===== src/rtl/clkgate_ctrl_pkg.sv =====
// Shared types and constants for the clock-gate enable controller.
// Also provides the elaboration-time range check used on cycle-count parameters.
package clkgate_ctrl_pkg;
    typedef enum logic [1:0] {
        CG_RUN   = 2'd0,
        CG_COUNT = 2'd1,
        CG_GATED = 2'd2,
        CG_WAKE  = 2'd3
    } cg_state_e;

    localparam int CG_CNT_W = 8;
endpackage

`ifndef CG_PARAM_RANGE_CHECK
`define CG_PARAM_RANGE_CHECK(P) \
    if ((P) < 1 || (P) > 255) begin \
        $error("clkgate_enable_ctrl: parameter out of range 1..255"); \
    end
`endif


===== src/rtl/clkgate_sat_cnt.sv =====
// Clear/increment counter that holds at all-ones; clear has priority over increment.
// Single-cycle update, no flow control.
module clkgate_sat_cnt #(
    parameter int W = 8
) (
    input  logic         CK,
    input  logic         RN,
    input  logic         clr_i,
    input  logic         inc_i,
    output logic [W-1:0] cnt_o
);
    logic [W-1:0] cnt_q;
    logic [W-1:0] cnt_d;

    always_comb begin
        cnt_d = cnt_q;
        if (clr_i)
            cnt_d = '0;
        else if (inc_i && (cnt_q != '1))
            cnt_d = cnt_q + 1'b1;
    end

    always_ff @(posedge CK or negedge RN) begin
        if (!RN)
            cnt_q <= '0;
        else
            cnt_q <= cnt_d;
    end

    assign cnt_o = cnt_q;
endmodule


===== src/rtl/clkgate_enable_ctrl.sv =====
// Drives E of the clock-gate cell: gates after IDLE_CYCLES idle edges, wakes on demand, ready after WAKE_CYCLES.
// Optional gated-cycle statistics counter under CLKGATE_STATS_EN.
module clkgate_enable_ctrl
    import clkgate_ctrl_pkg::*;
#(
    parameter int IDLE_CYCLES = 16,
    parameter int WAKE_CYCLES = 2
`ifdef CLKGATE_STATS_EN
    ,parameter int STAT_W     = 16
`endif
) (
    input  logic              CK,
    input  logic              RN,
    input  logic              req,
    input  logic              busy,
    input  logic              sw_en,
    output logic              E,
    output logic              ready,
    output logic              gated
`ifdef CLKGATE_STATS_EN
    ,output logic [STAT_W-1:0] gated_cycles
`endif
);
    `CG_PARAM_RANGE_CHECK(IDLE_CYCLES)
    `CG_PARAM_RANGE_CHECK(WAKE_CYCLES)

    localparam logic [CG_CNT_W-1:0] IDLE_LAST = CG_CNT_W'(IDLE_CYCLES - 1);
    localparam logic [CG_CNT_W-1:0] WAKE_LAST = CG_CNT_W'(WAKE_CYCLES - 1);

    cg_state_e           state_q, state_d;
    logic                e_q, e_d;
    logic                ready_q, ready_d;
    logic                gated_q, gated_d;
    logic [CG_CNT_W-1:0] idle_cnt_q;
    logic [CG_CNT_W-1:0] wake_cnt_q;
    logic                idle, counting, gate_now, wake_done;
    logic                idle_inc, wake_inc;

    assign idle      = !req && !busy && sw_en;
    assign counting  = (state_q == CG_RUN) || (state_q == CG_COUNT);
    // idle_cnt is always zero in RUN, so IDLE_CYCLES==1 gates straight from RUN
    assign gate_now  = counting && idle && (idle_cnt_q == IDLE_LAST);
    assign wake_done = (state_q == CG_WAKE) && (wake_cnt_q == WAKE_LAST);
    assign idle_inc  = counting && idle && !gate_now;
    assign wake_inc  = (state_q == CG_WAKE) && !wake_done;

    clkgate_sat_cnt #(.W(CG_CNT_W)) u_idle_cnt (
        .CK    (CK),
        .RN    (RN),
        .clr_i (!idle_inc),
        .inc_i (idle_inc),
        .cnt_o (idle_cnt_q)
    );

    clkgate_sat_cnt #(.W(CG_CNT_W)) u_wake_cnt (
        .CK    (CK),
        .RN    (RN),
        .clr_i (!wake_inc),
        .inc_i (wake_inc),
        .cnt_o (wake_cnt_q)
    );

    always_comb begin
        state_d = state_q;
        e_d     = e_q;
        ready_d = ready_q;
        gated_d = gated_q;
        case (state_q)
            CG_RUN, CG_COUNT: begin
                if (gate_now) begin
                    state_d = CG_GATED;
                    e_d     = 1'b0;
                    ready_d = 1'b0;
                    gated_d = 1'b1;
                end else if (idle) begin
                    state_d = CG_COUNT;
                end else begin
                    state_d = CG_RUN;
                end
            end
            CG_GATED: begin
                if (!idle) begin
                    state_d = CG_WAKE;
                    e_d     = 1'b1;
                    gated_d = 1'b0;
                end
            end
            CG_WAKE: begin
                // wake always runs to completion regardless of inputs
                if (wake_done) begin
                    state_d = CG_RUN;
                    ready_d = 1'b1;
                end
            end
            default: state_d = CG_RUN;
        endcase
    end

    always_ff @(posedge CK or negedge RN) begin
        if (!RN) begin
            state_q <= CG_RUN;
            e_q     <= 1'b1;
            ready_q <= 1'b1;
            gated_q <= 1'b0;
        end else begin
            state_q <= state_d;
            e_q     <= e_d;
            ready_q <= ready_d;
            gated_q <= gated_d;
        end
    end

    assign E     = e_q;
    assign ready = ready_q;
    assign gated = gated_q;

`ifdef CLKGATE_STATS_EN
    clkgate_sat_cnt #(.W(STAT_W)) u_stat_cnt (
        .CK    (CK),
        .RN    (RN),
        .clr_i (1'b0),
        .inc_i (!e_q),
        .cnt_o (gated_cycles)
    );
`endif
endmodule


===== config.mk =====
export PLATFORM = sky130hd
export DESIGN_NAME = clkgate_enable_ctrl
export DESIGN_NICKNAME = d
export VERILOG_FILES = /design/src/rtl/clkgate_ctrl_pkg.sv /design/src/rtl/clkgate_sat_cnt.sv /design/src/rtl/clkgate_enable_ctrl.sv
export SDC_FILE = /design/constraint.sdc
export NUM_CORES = 1
export LEC_CHECK = 0
export CORE_ASPECT_RATIO = 1.4
export CORE_MARGIN = 3
export CORE_UTILIZATION = 60
export DETAILED_ROUTE_END_ITERATION = 6
export GPL_ROUTABILITY_DRIVEN = 0
export PLACE_DENSITY = 0.91
export SLEW_MARGIN = 40
export SYNTH_ARGS = -nofsm -noshare
export SYNTH_HDL_FRONTEND = slang
export SYNTH_SLANG_ARGS = --single-unit

===== constraint.sdc =====
create_clock -name CK -period 3.6 [get_ports CK]
set_clock_uncertainty 0.2 [all_clocks]
set_input_delay 0.54 -clock CK [delete_from_list [all_inputs] [get_ports CK]]
set_output_delay 0.54 -clock CK [all_outputs]
set_load 0.02 [all_outputs]

# [Word-level counts from Yosys, hierarchy flattened]
# Cells that the tools add are included.
[totals] ff_bits=21 output_inout_bits=3
[op_classes] add_sub_neg=2 n_eq_ne=12 mux=17 reduce_logical=21
[ops] op="2-to-1 mux 8 bit" count=4
[ops] op="adder 8 x 1 -> 8 bit (second input constant)" count=2
[ops] op="inequality test 8 bit (second input constant)" count=2
[ops] op="inequality test 2 bit (second input constant)" count=5
[ops] op="logical AND 1 bit" count=9
[ops] op="== test 8 x 1 -> 1 bit (second input constant)" count=1
[ops] op="== test 8 x 4 -> 1 bit (second input constant)" count=1
[ops] op="2-to-1 mux 1 bit" count=6
[ops] op="2-to-1 mux 2 bit" count=3
[ops] op="one-hot mux 1 bit (2 select lines)" count=3
[ops] op="one-hot mux 2 bit (3 select lines)" count=1
[ops] op="AND reduction 3 bit" count=2
[ops] op="== test 2 bit (second input constant)" count=2
[ops] op="logical NOT 1 bit" count=4
[ops] op="nonzero test 2 bit" count=2
[ops] op="== test 2 x 1 -> 1 bit (second input constant)" count=1
[ops] op="logical NOT 2 bit" count=1
[ops] op="AND reduction 2 bit" count=1
[ops] op="OR reduction 2 bit" count=1
[ops] op="logical OR 1 bit" count=1

# [Longest topological paths before layout]
# Gate-level depths: netlist of run 1.
[logic_depth] word_depth=10 ltp_mapped=6 depth_no_buf=5

# [Modules after synthesis]
# From an unflattened synthesis of run 1, not the netlist that was laid out.
[unflattened] cells_unflattened=124 hier_area_um2=1202.4
[modules_own_cells] mod="clkgate_sat_cnt" instances=2 cells_each=49 area_per_inst_um2=464.2 seq_area_each_um2=200.2
[modules_own_cells] mod="clkgate_enable_ctrl" instances=1 cells_each=26 area_per_inst_um2=274.0 seq_area_each_um2=127.6

# [Worst setup path before layout of run 1]
# No wires, ideal clock.
[synth_timing] path_type="register -> register" start="register u_idle_cnt.cnt_q[0] (netlist: u_idle_cnt.cnt_o[0])" end="register u_idle_cnt.cnt_q[5] (netlist: u_idle_cnt.cnt_o[5])" t_arrival_ns=1.458 path_slack_ns=1.849 path_stages_with_launch=7 cell_sequence="dfrtp_1 ha_1 and3_1 buf_1 a21bo_2 buf_6 a211oi_1"
[synth_between] elab_chain_len=6 elab_cells_between_ends=10
[synth_lines] element="start: declaration" line="clkgate_sat_cnt.sv:12" rtl="logic [W-1:0] cnt_q;"
[synth_lines] element="start signal: assignment" line="clkgate_sat_cnt.sv:27" rtl="cnt_q <= cnt_d;"
[synth_lines] element="branches (longest 6 deep; another with adder 8 x 1 -> 8 bit)"
# Several ways; the timed one is not identified. The select of a mux whose other input is x is not followed.
# A chain may end at the register's enable or synchronous reset.

# [Worst setup path in the final report of run 1]
[layout_timing] start="register e_q (netlist: E)" end="output E"
[layout_rtl] element="start: declaration" line="clkgate_enable_ctrl.sv:31" rtl="logic e_q, e_d;"
[layout_rtl] element="start signal: assignment" line="clkgate_enable_ctrl.sv:102" rtl="e_q <= 1'b1;"
[layout_rtl] element="start signal: assignment" line="clkgate_enable_ctrl.sv:107" rtl="e_q <= e_d;"
[layout_rtl] element="end: declaration" line="clkgate_enable_ctrl.sv:17" rtl="output logic E,"
# No word-level cell between the ends.

==> results of run 1 <==
[cell families (layout without fill, tap and decap cells)]
kind of cell / Yosys count / in the layout / synth area share
and+or+nand+nor: 56 / 56 / 0.309
AOI/OAI and AO/OA: 25 / 25 / 0.162
DFF: 21 / 21 / 0.465
buffers and inverters: 7 / 14 / 0.0308
adders and majority gates: 3 / 3 / 0.0330
[report_power, final]
| group | internal [mW] | total, mW | switching, mW |
|---|---|---|---|
| logic | 0.00813 | 0.0180 | 0.00989 |
| clock network | 0.0430 | 0.110 | 0.0674 |
| registers | 0.238 | 0.240 | 0.00148 |
[sequential cells by signal (all words and copies together), names as in the netlist]
register          flops
gated                 1
state_q               2
u_idle_cnt.cnt_o      8
u_wake_cnt.cnt_o      8
E                     1
ready                 1
[area by class of cell]
class	count	area, um^2	share of cell area
well taps	20	25.0	0.0203
clock buffers	4	26.3	0.0213
multi-input cells	84	573	0.464
flip-flops and latches	21	528	0.428
repair buffers	8	75.1	0.0608
inverters	2	7.51	0.00608
[synth_stat cells, types with 3 or more instances]
library cell | number | area share
sky130_fd_sc_hd__nor3_1 | 13 | 0.057
sky130_fd_sc_hd__and3_1 | 3 | 0.017
sky130_fd_sc_hd__a21oi_1 | 6 | 0.026
sky130_fd_sc_hd__nand2_1 | 3 | 0.0099
sky130_fd_sc_hd__nand3_1 | 7 | 0.031
sky130_fd_sc_hd__and4_2 | 3 | 0.026
sky130_fd_sc_hd__nor2_1 | 6 | 0.020
sky130_fd_sc_hd__a211oi_1 | 5 | 0.033
sky130_fd_sc_hd__dfrtp_1 | 19 | 0.42
sky130_fd_sc_hd__ha_1 | 3 | 0.033
sky130_fd_sc_hd__nand4_1 | 5 | 0.028
[per-stage QoR]
step	area (um^2)	util	setup WS, ns	instances
2_1_floorplan	1140	-	1.85	112
3_3_place_gp	1200	0.677	1.51	134
3_5_place_dp	1200	0.674	1.38	134
4_1_cts	1230	0.694	1.41	139
5_1_grt	1230	0.694	1.37	139
6_report	1230	0.694	1.42	139
[layer usage]
layer,track usage,vias up
met4,0.0933,0
li1,-,452
met2,0.388,16
met1,0.292,434
met5,0,-
met3,0.0284,8
[worst paths after layout]
path / startpoint / to / slack (ns)
max: E / E / 1.42
min: ready / ready / 0.32
max reg2reg: u_wake_cnt.cnt_o[1] / state_q[1] / 1.73
min reg2reg: ready / ready / 0.32
max in group asynchronous: RN / E / 2.33
min in group asynchronous: RN / u_wake_cnt.cnt_o[4] / 0.52
[timing repair]
item                      in CTS  in global routing
hold buffers                   1                  0
hold endpoints to repair      19                  0
resized for setup              0                  0
==> qor.tcl, run 1 <==
set qor(critical_path_peak_fanout) 2
set qor(design.portCount) 8
set qor(synth_seq_area_share) 0.465
set qor(floorplan.initialDensity) 0.639
set qor(max_slew.worst_pin.slew_ns) 0.474
set qor(floorplan.rows) 18
set qor(topRoutingLayerUsed) {met4}
set qor(grt.overflow.total) 0
set qor(coreArea_um2) 1780
set qor(die-area_um2) 2460
set qor(die_height_um) 57.5
set qor(synth.ff_latch_count) 21
set qor(synth-async-reset-ratio) 1.00
set qor(number_of_distinct_standard_cells_referenced_by_the_synthesized_netlist) 39
set qor(post_drt_wl_per_cell_um) 17.9
set qor(global_route.usage.total) 0.229
set qor(maxCapViolations) 0
set qor(grt_start_max_net_pins) 22
set qor(period_needed_ns) 2.18
set qor(post_drt_via_cell_ratio) 6.55
set qor(route.met3.wl_um) 55
set qor(layout_commonest_cell) {sky130_fd_sc_hd__dfrtp_1}
set qor(clock-sinks) 21
set qor(layout-drive-gt1-share) 0.134
set qor(hold_ws_ns) 0.325
set qor(ys_warn_count) 0
set qor(total_negative_setup_slacks_ns) 0
set qor(report.final.setup_viol) 0
set qor(cts.repair_timing.setup_buffer_count) 0
set qor(cp.buffers_inverters) 1
set qor(drt-pass1-iter-count) 4
set qor(drc) 0
set qor(clk_transition_reported_paths_ns) 0.11
set qor(synthesis.instances) 112
set qor(dominantRegCellSynth) {sky130_fd_sc_hd__dfrtp_1}
set qor(die-width_um) 42.8
set qor(cp.required_ns) 2.86
set qor(max-clock-path-buffers) 2
set qor(fillCellCount) 146
set qor(clock_insertion_delay_worst_skew_ns) 0.29
set qor(mostFrequentLayoutCells) {sky130_fd_sc_hd__dfrtp_1, sky130_fd_sc_hd__nor3_1, sky130_fd_sc_hd__nand3_1}
set qor(top_family_by_delay_on_critical_path) {buffers and inverters}
set qor(synthesis.nets) 120
set qor(status) {finished, final reports clean}
set qor(critical_path_endpoint_category) {output pin}
set qor(antenna-diode-count) 0
set qor(syn2layout_area_growth_pct) 8.70
set qor(cts-buffers-inserted) 3
set qor(critPathArrivalTime_ns) 1.44
set qor(timing.critical_path.slowest_stage_cell) {sky130_fd_sc_hd__clkdlybuf4s50_1}
set qor(setup.worst_path.class) {flop to output pin}
set qor(logic_depth_of_the_worst_register_to_register_path) 5
set qor(crit_path_max_incr_delay_ns) 0.60
set qor(report.power.total_mw) 0.368
set qor(cts_tree) {yes}
set qor(rsz_0062_raised_after_global_routing) {false}
set qor(peakVddDrop_v) 0.000246
set qor(p_leak_nw) 0.497
set qor(timing.fmax_ghz) 0.459
set qor(max-slew-margin-rel) 0.684
set qor(final_max_slew_viol_count) 0
set qor(synthesis.area_per_instance_um2) 10.1
set qor(layout_worst_path_cycle_share) 0.605
set qor(nets) 128
set qor(vias_in_the_first_global_route) 944
set qor(syn_area_um2) 1140
set qor(wl_um) 2490
set qor(ant_nets) 0
set qor(hold_depth) 1
set qor(antenna_violations_before_repair) 0
set qor(root_buffer) {sky130_fd_sc_hd__clkbuf_4}
set qor(synth-edff-count) 0
set qor(io_buffer_count) 7
set qor(power.density_nw_per_um2) 298
set qor(startpoint_type) {flop}
set qor(wl_met1_um) 1030
set qor(wire_length_of_the_first_global_routing_pass_um) 4290
set qor(detailed_place_hpwl_um) 1840
set qor(htree_num_levels) 1
set qor(report.final.hold_viol_count) 0
set qor(met2_length_um) 1340
set qor(hold_path.class) {flop to flop}
set qor(routed-via-count) 910
set qor(critical_path_depth) 1
set qor(critical_path.cell_chain) {clkdlybuf4s50_1}
set qor(drt_first_iter_violations) 25
No activity file was read; power rests on OpenSTA's default activity.
==> run 2, diff against run 1 <==
CORE_UTILIZATION = 51   (was 60)
PLACE_DENSITY = 0.83   (was 0.91)
clock period = 1.8 ns   (was 3.6 ns; I/O delays follow)
==> run 2 against run 1 <==
Via count grew 6.0%. Sequential power rose by 99%. Combinational power is 130% higher. Register-to-register slack got worse by 1.7 ns. First-iteration DRC count rose by 110%. Cell count rose by 8.6%. Power up 100%. Non-clock buffer count up 10. Hold slack worse by 0.23 ns. Critical path type unchanged.
==> qor.tcl, run 2 (synthesized netlist as in run 1, its figures left out) <==
set qor(p_leak_nw) 0.566 ;# was 0.497 nW
set qor(die-area_um2) 2840 ;# was 2460 um^2
set qor(critical_path.cell_chain) {clkdlybuf4s50_1} ;# unchanged
set qor(timing.fmax_ghz) 0.571
set qor(floorplan.rows) 19 ;# was 18
set qor(met2_usage) 0.311 ;# was 0.388
set qor(die_height_um) 61.8 ;# was 57.5 um
set qor(io_buffer_count) 7 ;# unchanged
set qor(dp.cells) 146 ;# was 134
set qor(clk_transition_reported_paths_ns) 0.12 ;# was 0.11 ns
set qor(top_usage_layer) {met2} ;# unchanged
set qor(status) {finished, final reports clean} ;# unchanged
set qor(layout_worst_path_cycle_share) 0.973
set qor(vias_in_the_first_global_route) 941 ;# was 944
set qor(crit_path_max_incr_delay_ns) 0.61 ;# was 0.60 ns
set qor(layout-drive-gt1-share) 0.246 ;# was 0.134
set qor(max-slew-margin-rel) 0.746 ;# was 0.684
set qor(cp.required_ns) 1.33 ;# was 2.86 ns
set qor(coreArea_um2) 2040 ;# was 1780 um^2
set qor(power.density_nw_per_um2) 554 ;# was 298 nW/um^2
set qor(clock-sinks) 21 ;# unchanged
set qor(met1_usage) 0.254 ;# was 0.292
set qor(maxCapViolations) 0 ;# unchanged
set qor(cts-buffers-inserted) 3 ;# unchanged
set qor(gr_layer_usage_met3) 0.0317 ;# was 0.0284
set qor(design.portCount) 8 ;# unchanged
set qor(ant_nets) 0 ;# unchanged
set qor(htree_num_levels) 1 ;# unchanged
set qor(clock_insertion_delay_worst_skew_ns) 0.30 ;# was 0.29 ns
set qor(setup.worst_path.class) {flop to output pin} ;# unchanged
set qor(fillCellCount) 163 ;# was 146
set qor(wl_um) 2490 ;# about the same
set qor(mostFrequentLayoutCells) {sky130_fd_sc_hd__dfrtp_1, sky130_fd_sc_hd__nor3_1, sky130_fd_sc_hd__buf_4, sky130_fd_sc_hd__nor2_1, sky130_fd_sc_hd__a21oi_1} ;# was sky130_fd_sc_hd__dfrtp_1, sky130_fd_sc_hd__nor3_1, sky130_fd_sc_hd__nand3_1
set qor(cts.repair_timing.setup_buffer_count) 0 ;# unchanged
set qor(rsz_0062_raised_after_global_routing) {true} ;# was false
set qor(hold_path.class) {primary input to asynchronous set/reset pin} ;# was flop to flop
set qor(peakVddDrop_v) 0.000405 ;# was 0.000246 V
set qor(nets) 139 ;# was 128
set qor(critPathArrivalTime_ns) 1.28 ;# was 1.44 ns
set qor(routed-via-count) 965 ;# was 910
set qor(drc) 0 ;# unchanged
set qor(layout_commonest_cell) {sky130_fd_sc_hd__dfrtp_1} ;# unchanged
set qor(drt-pass1-iter-count) 4 ;# unchanged
set qor(period_needed_ns) 1.75
set qor(root_buffer) {sky130_fd_sc_hd__clkbuf_4} ;# unchanged
set qor(startpoint_type) {flop} ;# unchanged
set qor(die-width_um) 45.9 ;# was 42.8 um
set qor(hold_ws_ns) 0.0967 ;# was 0.325 ns
set qor(drt_first_iter_violations) 53 ;# was 25
set qor(report.final.hold_viol_count) 0 ;# unchanged
set qor(timing.critical_path.slowest_stage_cell) {sky130_fd_sc_hd__clkdlybuf4s50_1} ;# unchanged
set qor(grt.overflow.total) 0 ;# unchanged
set qor(wire_length_of_the_first_global_routing_pass_um) 4080 ;# was 4290 um
set qor(antenna-diode-count) 0 ;# unchanged
set qor(final_max_slew_viol_count) 0 ;# unchanged
set qor(post_drt_via_cell_ratio) 6.39 ;# was 6.55
set qor(holdBufCountCts) 0 ;# was 1
set qor(post_drt_wl_per_cell_um) 16.5 ;# was 17.9 um
set qor(syn2layout_area_growth_pct) 18.6 ;# was 8.70%
set qor(floorplan.initialDensity) 0.556 ;# was 0.639
set qor(top_family_by_delay_on_critical_path) {buffers and inverters} ;# unchanged
set qor(antenna_violations_before_repair) 0 ;# unchanged
set qor(max_slew.worst_pin.slew_ns) 0.377 ;# was 0.474 ns
set qor(cts_tree) {yes} ;# unchanged
set qor(critical_path_peak_fanout) 2 ;# unchanged
set qor(max-clock-path-buffers) 2 ;# unchanged
set qor(critical_path_endpoint_category) {output pin} ;# unchanged
set qor(grt_start_max_net_pins) 22 ;# unchanged
set qor(report.final.setup_viol) 0 ;# unchanged
set qor(detailed_place_hpwl_um) 1730 ;# was 1840 um
set qor(cp.buffers_inverters) 1 ;# unchanged
set qor(global_route.usage.total) 0.194 ;# was 0.229
set qor(final-instance-count-excl-fill) 151 ;# was 139
==> run 2: cell count changes in the layout (fill, tap and decap cells not counted), moves of 2 or more <==
cell	before	now
sky130_fd_sc_hd__buf_4	0	11
sky130_fd_sc_hd__dlygate4sd2_1	0	2
sky130_fd_sc_hd__nand3_1	7	5
sky130_fd_sc_hd__nand3_2	0	2
==> run 2: area by class of cell <==
class                   count  area, um^2  area share
clock buffers               3        22.5      0.0167
clock inverters             1        5.00     0.00371
inverters                   2        7.51     0.00557
multi-input cells          85         608       0.451
flip-flops and latches     21         528       0.392
well taps                  21        26.3      0.0195
repair buffers             18         150       0.111
==> run 2: metrics by stage <==
step / cell area (um^2) / utilization / setup WS [ns] / total power, mW / TNS [ns]
4_1_cts: 1320 / 0.647 / 0.0114 / 0.748 / 0
3_3_place_gp: 1290 / 0.630 / -0.0227 / 0.527 / -0.0227
2_1_floorplan: 1140 / - / 0.0485 / 0.500 / 0
3_5_place_dp: 1290 / 0.630 / -0.105 / 0.529 / -0.442
6_report: 1350 / 0.659 / 0.0484 / 0.747 / 0
5_1_grt: 1350 / 0.659 / -0.00646 / 0.775 / -0.0143
==> run 2: routing by layer <==
metal | routed length, um | vias up
met3 | 84 | 4
met1 | 1030 | 465
met4 | 27 | 0
met2 | 1350 | 25
met5 | 0 | -
li1 | - | 471
==> run 2: final timing paths <==
path / from / end / slack, ns / cells past startpoint
max in group asynchronous: RN / ready / 1.04 / 2
min in group CK: ready / ready / 0.33 / 1
max: gated / gated / 0.05 / 1
min: RN / u_wake_cnt.cnt_o[5] / 0.1 / 2
max reg2reg: u_wake_cnt.cnt_o[1] / u_wake_cnt.cnt_o[7] / 0.06 / 5
min reg2reg: ready / ready / 0.33 / 1
==> run 2: where the power goes <==
part	switching (mW)	internal, mW
combinational	0.0214	0.0194
clock	0.145	0.0828
sequential	0.00221	0.476
total	0.169	0.578
==> run 2: repair_timing <==
item | in CTS | in global routing
pin swaps | 1 | 0
gates resized for setup | 2 | 5
cloned | 1 | 0
setup endpoints to repair | 9 | 9
==> run 3, diff against run 2 <==
CORE_MARGIN = default   (was 3)
==> run 3 against run 2 <==
Die area down 15%. Highest routed layer unchanged. Critical endpoint is now state_q[1]. Clock power about the same. Sequential power about the same. Register-to-register slack lost 0.02 ns. Cell area shrank 1.0%.
==> qor.tcl, run 3 (synthesized netlist as in run 1, its figures left out) <==
set qor(grt.overflow.total) 0 ;# unchanged
set qor(cts-buffers-inserted) 3 ;# unchanged
set qor(timing.critical_path.slowest_stage_cell) {sky130_fd_sc_hd__or4b_4} ;# was sky130_fd_sc_hd__clkdlybuf4s50_1
set qor(clock_insertion_delay_worst_skew_ns) 0.30 ;# about the same
set qor(layout_worst_path_cycle_share) 0.979 ;# was 0.973
set qor(cp.required_ns) 1.79 ;# was 1.33 ns
set qor(routed-via-count) 974 ;# was 965
set qor(drt_first_iter_violations) 17 ;# was 53
set qor(fillCellCount) 173 ;# was 163
set qor(setup.worst_path.class) {flop to flop} ;# was flop to output pin
set qor(startpoint_type) {flop} ;# unchanged
set qor(final_critical_path_setup_slack_ns) 0.0372 ;# was 0.0484 ns
set qor(root_buffer) {sky130_fd_sc_hd__clkbuf_4} ;# unchanged
set qor(global_route.usage.total) 0.226 ;# was 0.194
set qor(die_height_um) 57.8 ;# was 61.8 um
set qor(io_buffer_count) 7 ;# unchanged
set qor(reg2reg_slack_ns) 0.04 ;# was 0.06 ns
set qor(crit_path_max_incr_delay_ns) 0.53 ;# was 0.61 ns
set qor(detailed_place_hpwl_um) 1760 ;# was 1730 um
set qor(area.sequential_um2) 528 ;# unchanged
set qor(post_drt_wl_per_cell_um) 16.1 ;# was 16.5 um
set qor(critical_path_peak_fanout) 5 ;# was 2
set qor(clock-sinks) 21 ;# unchanged
set qor(htree_num_levels) 1 ;# unchanged
set qor(max_slew.worst_pin.slew_ns) 0.376 ;# was 0.377 ns
set qor(drc) 0 ;# unchanged
set qor(mostFrequentLayoutCells) {sky130_fd_sc_hd__dfrtp_1, sky130_fd_sc_hd__nor3_1, sky130_fd_sc_hd__buf_4, sky130_fd_sc_hd__nand3_1} ;# was sky130_fd_sc_hd__dfrtp_1, sky130_fd_sc_hd__nor3_1, sky130_fd_sc_hd__buf_4, sky130_fd_sc_hd__nor2_1, sky130_fd_sc_hd__a21oi_1
set qor(floorplan.rows) 19 ;# unchanged
set qor(period_needed_ns) 1.76 ;# was 1.75 ns
set qor(final_max_slew_viol_count) 0 ;# unchanged
set qor(die-area_um2) 2420 ;# was 2840 um^2
set qor(reg2reg_to) {state_q[1]} ;# was u_wake_cnt.cnt_o[7]
set qor(critPathArrivalTime_ns) 1.75 ;# was 1.28 ns
set qor(rsz_0062_raised_after_global_routing) {true} ;# unchanged
set qor(design.portCount) 8 ;# unchanged
set qor(critical_path_endpoint_category) {flop} ;# was output pin
set qor(cts.repair_timing.setup_buffer_count) 0 ;# unchanged
set qor(floorplan.initialDensity) 0.562 ;# was 0.556
set qor(cts_tree) {yes} ;# unchanged
set qor(peakVddDrop_v) 0.000358 ;# was 0.000405 V
set qor(report.power.total_mw) 0.747 ;# about the same
set qor(timing.fmax_ghz) 0.567 ;# was 0.571 GHz
set qor(report.final.hold_viol_count) 0 ;# unchanged
set qor(layout-drive-gt1-share) 0.225 ;# was 0.246
set qor(coreArea_um2) 2020 ;# was 2040 um^2
set qor(max-clock-path-buffers) 2 ;# unchanged
set qor(logic_depth_of_the_worst_register_to_register_path) 5 ;# unchanged
set qor(total_negative_setup_slacks_ns) 0 ;# unchanged
set qor(wl_um) 2420 ;# was 2490 um
set qor(status) {finished, final reports clean} ;# unchanged
set qor(critical_path.cell_chain) {inv_1, ha_1, or4b_4, o21bai_4, nand3_1} ;# was clkdlybuf4s50_1
set qor(p_leak_nw) 0.561 ;# was 0.566 nW
set qor(max-slew-margin-rel) 0.747 ;# was 0.746
set qor(hold_path.class) {primary input to asynchronous set/reset pin} ;# unchanged
set qor(post-place-ws_ns) -0.107 ;# was -0.105 ns
set qor(wire_length_of_the_first_global_routing_pass_um) 4180 ;# was 4080 um
set qor(syn2layout_area_growth_pct) 17.4 ;# was 18.6%
set qor(multi_input_comb_area_um2) 599 ;# was 608 um^2
set qor(antenna-diode-count) 0 ;# unchanged
set qor(grt_start_max_net_pins) 22 ;# unchanged
set qor(post_drt_via_cell_ratio) 6.49 ;# was 6.39
set qor(clk_transition_reported_paths_ns) 0.12 ;# about the same
set qor(die-width_um) 41.9 ;# was 45.9 um
set qor(ant_nets) 0 ;# unchanged
set qor(vias_in_the_first_global_route) 974 ;# was 941
set qor(maxCapViolations) 0 ;# unchanged
set qor(report.final.setup_viol) 0 ;# unchanged
set qor(nets) 138 ;# was 139
set qor(layout_commonest_cell) {sky130_fd_sc_hd__dfrtp_1} ;# unchanged
set qor(antenna_violations_before_repair) 0 ;# unchanged
set qor(drt-pass1-iter-count) 4 ;# unchanged
set qor(hold_ws_ns) 0.103 ;# was 0.0967 ns
set qor(worstReg2RegStart) {u_wake_cnt.cnt_o[1]} ;# unchanged
set qor(power.density_nw_per_um2) 560 ;# was 554 nW/um^2
==> run 3: cell type report <==
class,instances,share of cell area
Clock buffer,3,0.0169
Clock inverter,1,0.00375
Inverter,2,0.00563
Multi-Input combinational cell,85,0.449
Sequential cell,21,0.396
Tap cell,21,0.0197
Timing Repair Buffer,17,0.109
==> run 3: routing by layer <==
layer  track usage  wire [um]  vias up  part of all wire
li1              -          -      468                 -
met1         0.269        977      481              0.40
met2         0.397       1310       19              0.54
met3        0.0280         51        6             0.021
met4         0.115         80        0             0.033
met5             0          0        -                 0
==> run 3: worst max-delay path by stage <==
stage	startpoint	to	slack, ns	cells after the start
5_1_grt	u_wake_cnt.cnt_o[1]	state_q[0]	-0.008	5
4_1_cts	u_wake_cnt.cnt_o[1]	u_wake_cnt.cnt_o[4]	0.02	5
3_5_place_dp	busy	u_idle_cnt.cnt_o[3]	-0.11	4
2_1_floorplan	u_idle_cnt.cnt_o[0]	u_idle_cnt.cnt_o[5]	0.05	6
3_3_place_gp	busy	u_idle_cnt.cnt_o[5]	-0.02	4
6_report	u_wake_cnt.cnt_o[1]	state_q[1]	0.04	5
==> run 3: worst max-delay path, delay by kind of cell, from the launching register on <==
| kind | cells | cell delay (ns) |
|---|---|---|
| and+or+nand+nor | 2 | 0.63 |
| buffers and inverters | 1 | 0.05 |
| DFF | 1 | 0.39 |
| adders and majority gates | 1 | 0.18 |
| AOI/OAI and AO/OA | 1 | 0.21 |
==> run 3: repair_timing <==
item / CTS / global route
hold buffers: 0 / 0
pin swaps: 1 / 0
cloned: 1 / 0
resized for setup: 2 / 4
endpoints found under the setup margin: 12 / 6
==> run 3: where the power goes <==
part,switching [mW],internal (mW)
clock network,0.146,0.0827
logic,0.0211,0.0188
registers,0.00224,0.476
total,0.169,0.578
==> run 3: through the flow <==
| step | utilization | instances | instance area (um^2) |
|---|---|---|---|
| after CTS | 0.651 | 150 | 1320 |
| after global routing | 0.660 | 150 | 1330 |
| after floorplan | - | 112 | 1140 |
| after global placement | 0.633 | 145 | 1280 |
| final | 0.660 | 150 | 1330 |
| after detailed placement | 0.633 | 145 | 1280 |
